`config.mk`:
```
export PLATFORM = sky130hd
export DESIGN_NAME = mem_arbiter
export DESIGN_NICKNAME = d
export VERILOG_FILES = /design/src/rtl/mem_arbiter_pkg.sv /design/src/rtl/mem_arbiter_arb_rr2.sv /design/src/rtl/mem_arbiter.sv
export SDC_FILE = /design/constraint.sdc
export NUM_CORES = 1
export LEC_CHECK = 0
export CORE_ASPECT_RATIO = 1.1
export CORE_UTILIZATION = 44
export CTS_CLUSTER_DIAMETER = 80
export DETAILED_ROUTE_END_ITERATION = 10
export GPL_TIMING_DRIVEN = 0
export PLACE_DENSITY = 0.86
export SLEW_MARGIN = 30
export SYNTH_ARGS = -nofsm -noshare
export SYNTH_HDL_FRONTEND = slang
export SYNTH_HIERARCHICAL = 1
export SYNTH_SLANG_ARGS = --single-unit
```
`constraint.sdc`:
```
create_clock -name clk -period 3 [get_ports clk]
set_input_delay 0.45 -clock clk [delete_from_list [all_inputs] [get_ports clk]]
set_output_delay 0.45 -clock clk [all_outputs]
set_load 0.03 [all_outputs]
```
`src/rtl/mem_arbiter_pkg.sv`:
```
// Shared definitions for the two-port memory arbiter: FSM encodings,
// port index constants, default widths and the round-robin pick function.
`ifndef MEM_ARBITER_PKG_SV
`define MEM_ARBITER_PKG_SV

package mem_arbiter_pkg;

  localparam int c_DEF_WORD_LEN      = 16;
  localparam int c_DEF_ADDR_LEN      = 16;
  localparam int c_DEF_DATA_MEM_SIZE = 1024;

  localparam logic c_PORT0 = 1'b0;
  localparam logic c_PORT1 = 1'b1;

  typedef enum logic [0:0] {
    ST_IDLE = 1'b0,
    ST_EXEC = 1'b1
  } state_e;

  // Two-way round-robin choice: a lone requester wins; on contention the
  // port that did not win last time is chosen.
  function automatic logic rr2_pick(input logic [1:0] req, input logic last_winner);
    logic pick;
    case (req)
      2'b01:   pick = c_PORT0;
      2'b10:   pick = c_PORT1;
      2'b11:   pick = ~last_winner;
      default: pick = c_PORT0;
    endcase
    return pick;
  endfunction

endpackage

`endif

```
`src/rtl/mem_arbiter_arb_rr2.sv`:
```
// Combinational two-way round-robin picker used by mem_arbiter.
module arb_rr2
  import mem_arbiter_pkg::*;
(
  input  logic [1:0] req,
  input  logic       last_winner,
  output logic       grant_idx,
  output logic       any
);

  // Pick the winning port index and flag whether anyone is requesting.
  always_comb begin
    grant_idx = rr2_pick(req, last_winner);
    any       = |req;
  end

endmodule

```
`src/rtl/mem_arbiter.sv`:
```
// Two-port round-robin arbiter in front of a single-port data memory.
// Each accepted request occupies one EXEC cycle; reads return data two
// cycles after acceptance, out-of-range accesses raise a one-cycle error.
module mem_arbiter
  import mem_arbiter_pkg::*;
#(
  parameter int p_WORD_LEN      = c_DEF_WORD_LEN,
  parameter int p_ADDR_LEN      = c_DEF_ADDR_LEN,
  parameter int p_DATA_MEM_SIZE = c_DEF_DATA_MEM_SIZE
) (
  input  logic                  clk,
  input  logic                  rst,
  input  logic                  req0,
  input  logic                  we0,
  input  logic [p_ADDR_LEN-1:0] addr0,
  input  logic [p_WORD_LEN-1:0] wdata0,
  input  logic                  req1,
  input  logic                  we1,
  input  logic [p_ADDR_LEN-1:0] addr1,
  input  logic [p_WORD_LEN-1:0] wdata1,
  output logic                  gnt0,
  output logic                  gnt1,
  output logic                  rvalid0,
  output logic                  rvalid1,
  output logic [p_WORD_LEN-1:0] rdata0,
  output logic [p_WORD_LEN-1:0] rdata1,
  output logic                  err0,
  output logic                  err1,
  output logic [p_ADDR_LEN-1:0] mem_address,
  output logic [p_WORD_LEN-1:0] mem_dataIn,
  output logic                  mem_writeEn,
  input  logic [p_WORD_LEN-1:0] mem_dataOut
);

  // Address bits that actually index the implemented memory.
  localparam int c_IDX_LEN = $clog2(p_DATA_MEM_SIZE);

  state_e                state_q, state_d;
  logic                  last_winner_q, last_winner_d;
  logic                  owner_q, owner_d;
  logic                  txn_we_q, txn_we_d;
  logic                  txn_oor_q, txn_oor_d;
  logic [p_ADDR_LEN-1:0] txn_addr_q, txn_addr_d;
  logic [p_WORD_LEN-1:0] txn_wdata_q, txn_wdata_d;
  logic                  gnt0_q, gnt0_d;
  logic                  gnt1_q, gnt1_d;
  logic                  rvalid0_q, rvalid0_d;
  logic                  rvalid1_q, rvalid1_d;
  logic                  err0_q, err0_d;
  logic                  err1_q, err1_d;
  logic [p_WORD_LEN-1:0] rdata0_q, rdata0_d;
  logic [p_WORD_LEN-1:0] rdata1_q, rdata1_d;

  logic                  grant_idx_s;
  logic                  any_req_s;
  logic                  sel_we_s;
  logic                  sel_oor_s;
  logic [p_ADDR_LEN-1:0] sel_addr_s;
  logic [p_WORD_LEN-1:0] sel_wdata_s;
  logic [p_WORD_LEN-1:0] rd_value_s;
  logic                  exec_s;

  arb_rr2 u_arb (
    .req         ({req1, req0}),
    .last_winner (last_winner_q),
    .grant_idx   (grant_idx_s),
    .any         (any_req_s)
  );

  // Select the winning port's request fields and classify its address.
  always_comb begin
    if (grant_idx_s == c_PORT1) begin
      sel_we_s    = we1;
      sel_addr_s  = addr1;
      sel_wdata_s = wdata1;
    end else begin
      sel_we_s    = we0;
      sel_addr_s  = addr0;
      sel_wdata_s = wdata0;
    end
    sel_oor_s = ((sel_addr_s >> c_IDX_LEN) != '0);
  end

  // Out-of-range reads return zero instead of whatever the memory aliases to.
  always_comb begin
    if (txn_oor_q) begin
      rd_value_s = '0;
    end else begin
      rd_value_s = mem_dataOut;
    end
  end

  // Next-state and next-output logic for the IDLE/EXEC transaction FSM.
  always_comb begin
    state_d       = state_q;
    last_winner_d = last_winner_q;
    owner_d       = owner_q;
    txn_we_d      = txn_we_q;
    txn_oor_d     = txn_oor_q;
    txn_addr_d    = txn_addr_q;
    txn_wdata_d   = txn_wdata_q;
    rdata0_d      = rdata0_q;
    rdata1_d      = rdata1_q;
    gnt0_d        = 1'b0;
    gnt1_d        = 1'b0;
    rvalid0_d     = 1'b0;
    rvalid1_d     = 1'b0;
    err0_d        = 1'b0;
    err1_d        = 1'b0;
    case (state_q)
      ST_IDLE: begin
        if (any_req_s) begin
          state_d     = ST_EXEC;
          owner_d     = grant_idx_s;
          txn_we_d    = sel_we_s;
          txn_oor_d   = sel_oor_s;
          txn_addr_d  = sel_addr_s;
          txn_wdata_d = sel_wdata_s;
          // The grant flop is loaded here so it is high exactly in EXEC.
          gnt0_d      = (grant_idx_s == c_PORT0);
          gnt1_d      = (grant_idx_s == c_PORT1);
        end else begin
          state_d = ST_IDLE;
        end
      end
      ST_EXEC: begin
        state_d       = ST_IDLE;
        last_winner_d = owner_q;
        if (owner_q == c_PORT1) begin
          err1_d = txn_oor_q;
          if (!txn_we_q) begin
            rdata1_d  = rd_value_s;
            rvalid1_d = 1'b1;
          end else begin
            rdata1_d  = rdata1_q;
          end
        end else begin
          err0_d = txn_oor_q;
          if (!txn_we_q) begin
            rdata0_d  = rd_value_s;
            rvalid0_d = 1'b1;
          end else begin
            rdata0_d  = rdata0_q;
          end
        end
      end
      default: begin
        state_d = ST_IDLE;
      end
    endcase
  end

  // State and output registers; reset aborts any transaction in flight.
  always_ff @(posedge clk) begin
    if (rst) begin
      state_q       <= ST_IDLE;
      last_winner_q <= c_PORT1;
      owner_q       <= c_PORT0;
      txn_we_q      <= 1'b0;
      txn_oor_q     <= 1'b0;
      txn_addr_q    <= '0;
      txn_wdata_q   <= '0;
      rdata0_q      <= '0;
      rdata1_q      <= '0;
      gnt0_q        <= 1'b0;
      gnt1_q        <= 1'b0;
      rvalid0_q     <= 1'b0;
      rvalid1_q     <= 1'b0;
      err0_q        <= 1'b0;
      err1_q        <= 1'b0;
    end else begin
      state_q       <= state_d;
      last_winner_q <= last_winner_d;
      owner_q       <= owner_d;
      txn_we_q      <= txn_we_d;
      txn_oor_q     <= txn_oor_d;
      txn_addr_q    <= txn_addr_d;
      txn_wdata_q   <= txn_wdata_d;
      rdata0_q      <= rdata0_d;
      rdata1_q      <= rdata1_d;
      gnt0_q        <= gnt0_d;
      gnt1_q        <= gnt1_d;
      rvalid0_q     <= rvalid0_d;
      rvalid1_q     <= rvalid1_d;
      err0_q        <= err0_d;
      err1_q        <= err1_d;
    end
  end

  // Drive the memory bus only during EXEC; the write enable also drops
  // immediately when reset is asserted mid-transaction.
  always_comb begin
    exec_s = (state_q == ST_EXEC);
    if (exec_s) begin
      mem_address = txn_addr_q;
      mem_dataIn  = txn_wdata_q;
      mem_writeEn = txn_we_q & ~txn_oor_q & ~rst;
    end else begin
      mem_address = '0;
      mem_dataIn  = '0;
      mem_writeEn = 1'b0;
    end
  end

  // Port-side outputs come straight from registers.
  always_comb begin
    gnt0    = gnt0_q;
    gnt1    = gnt1_q;
    rvalid0 = rvalid0_q;
    rvalid1 = rvalid1_q;
    err0    = err0_q;
    err1    = err1_q;
    rdata0  = rdata0_q;
    rdata1  = rdata1_q;
  end

endmodule

```
==> flow_summary.ini <==
[floorplanning]
die_w_um = 84.1
core_mm2 = 0.00709
fp.dieH_um = 92.3
start_util_pct = 46.1
io_pins = 157
rows = 32
die_area_mm2 = 0.00777

[sta]
drv_slew = 0
hold_violations = 0
fin_crit_sh_pct = 93.3
period_needed_ns = 2.80
worst_slack_ns = 0.200
fmax_mhz = 357
rsz0062_at_grt = false
fin_tns_setup_ns = 0
maxSlewHeadroom_pct = 66.8
fin_skew_ns = 0.00603
worst_pin_slew_ns = 0.498
final-setup-viol-count = 0
timing.hold.ws_ns = 0.456

[global_routing]
globalRouteOverflowTotal = 0
use_met3_pct = 9.09
grt_pass1_vias = 3236
grt_max_degree = 14
gr-usage-met2_pct = 44.0
track_usage_pct = 24.5
grt_pass1_wl_mm = 14.8
top_usage_layer = met2
antenna_found_initial = 0
met1_usage_pct = 25.9

[placement]
port-buffer-count = 155
place_ws_ns = 0.558
finalWeightedCongestion = 0.837
place_area_mm2 = 0.00492
dpl.cell_count = 619
dp_hpwl_mm = 7.43

[clock_network]
clockRootBuffer = clkbuf_8
cts_tree = yes
ctsHoldBuffers = 0
post_cts_buffers = 0
cts.clk_slew.worst_paths_ns = 0.08
clock_latency_ns = 0.35
cts_max_level = 3
cts_made_buffers = 9
cts_sinks = 75
clk_path_buf_depth = 2

[setup_path]
critPathRequiredTime_ns = 2.55
critPathArrivalTime_ns = 2.35
r2r-end = txn_we_q
rr_startpoint = last_winner_q
crit_type = flop to output pin
worst_r2r_path_depth = 5
crit_top_cell = clkbuf_1
critical_path.max_fanout = 10
rrSetupSlack_ns = 1.50
cp-start-kind = flop
endpoint_kind = output pin
cpPeakStageDelay_ns = 0.69
cp_slowest_cell = clkdlybuf4s50_1
cp_cell_sequence = clkbuf_1, clkbuf_1, and2_1, clkdlybuf4s50_1

[routing]
antenna_left = 0
avgViaCountPerCell = 5.11
wl_per_cell_um = 15.0
wl_mm = 9.52
drtIter0Drc = 110
drc = 22
via_count = 3242
dr.pass1.iters = 8

[worst_hold_path]
worstHoldStart = rdata0[4]
whs_endpoint = rdata0[4]
hold_depth = 2
min_path_type = flop to flop

[final_layout]
final_cell_mix = clkdlybuf4s50_1 (155), dfxtp_1 (75), nand2_1 (66)
drive_gt1_share_pct = 6.18
fin_area_mm2 = 0.00519
fin_nets = 631
finalNonFillerCells = 635
n_antenna_cell = 0
fill_cells = 535
seqCellArea_mm2 = 0.00150
multiInputGateArea_mm2 = 0.00160
area_growth_pct = 58.9
final_common_cell = clkdlybuf4s50_1

[pwr]
irDropWorstVdd_uv = 277
power_density_mw_per_mm2 = 512
p_leak_nw = 1.94

[yosys]
synth_nets = 465
syn-cell-area_mm2 = 0.00326
syn_inst = 379
synth-seq-area-share_pct = 46.0
synth_warnings = 6
synth.avg_cell_area_um2 = 8.61
ys_ff_latch = 75
synth_cell_type_count = 28

[job]
maxCapViolCount = 0

[outcome]
outcome = complete, but fails checks
violations = design-rule violations
state kept, by name (all words and copies together) (netlist names):
name           cells
txn_oor_q          1
gnt0               1
last_winner_q      1
txn_wdata_q       16
owner_q            1
txn_addr_q        16
rdata0            16
txn_we_q           1
rvalid0            1
err1               1
rdata1            16
rvalid1            1
gnt1               1
exec_s             1
err0               1
synthesized netlist by cell type (all sizes together):
library cell  count  area, µm²
a22o              1       8.76
nor2             39        146
nor3b             1       18.8
nand2            66        248
buf              17        109
dfxtp            75       1500
nor4bb            2       20.0
a21oi            33        165
nor4b             1       8.76
or2               1       6.26
nor4              1       6.26
and3b             1       8.76
mux2i            32        320
nand2b            1       6.26
or3b              1       8.76
and4b             1       10.0
clkbuf           15       57.6
a211oi           34        255
a21boi            1       7.51
a211o             1       8.76
nor3              2       10.0
and2             33        206
nand3b            1       7.51
nor2b            19        119
worst max-delay path by stage:
stage,slack (ns),start,cells past startpoint,to
floorplan,0.91,exec_s,2,mem_writeEn
global placement,0.58,exec_s,4,mem_address[8]
detailed placement,0.56,exec_s,4,mem_address[8]
CTS,0.16,exec_s,4,mem_address[8]
global route,0.03,exec_s,4,mem_address[5]
finish,0.20,exec_s,4,mem_dataIn[9]
layout make-up:
class | count | area share (%)
tap | 85 | 2.05
clock inverter | 6 | 2.63
timing repair buffer | 155 | 29.9
buffer | 32 | 3.23
sequential | 75 | 28.9
multi-input combinational | 272 | 30.8
clock buffer | 10 | 2.46
cell families after synthesis:
logic type / after synthesis / synth area share [%]
flops: 75 / 46.0
simple gates: 170 / 25.5
compound gates: 70 / 13.6
mux: 32 / 9.81
buf+inv: 32 / 5.10
power breakdown:
part	switching, W	internal, W	leakage (nW)	total (W)
clock network	0.000395	0.000640	0.127	0.00104
registers	0.0000319	0.00106	0.616	0.00109
logic	0.000267	0.000261	1.20	0.000529
worst max-delay path: cells and delay by family, from the launching register on:
kind / cells / cell delay (ns)
flops: 1 / 0.43
simple gates: 1 / 0.23
buf+inv: 3 / 1.35
per-stage QoR:
step | power [W] | util [%]
after CTS | 0.00266 | 73.2
after floorplan | 0.00139 | -
after global placement | 0.00163 | 69.5
after global routing | 0.00275 | 73.2
final | 0.00265 | 73.2
after detailed placement | 0.00164 | 69.5
metal layers:
| layer | wire, µm | up-vias |
|---|---|---|
| met3 | 984 | 17 |
| met5 | 0 | - |
| met2 | 4680 | 148 |
| met1 | 3640 | 1470 |
| li1 | - | 1607 |
| met4 | 215 | 0 |
repair_timing:
action                                  4_1_cts  5_1_grt
endpoints found under the hold margin         0        0
resized for setup                             0        2
endpoints found under the setup margin        0        2
Note: power is estimated with default switching activity, not from simulation.
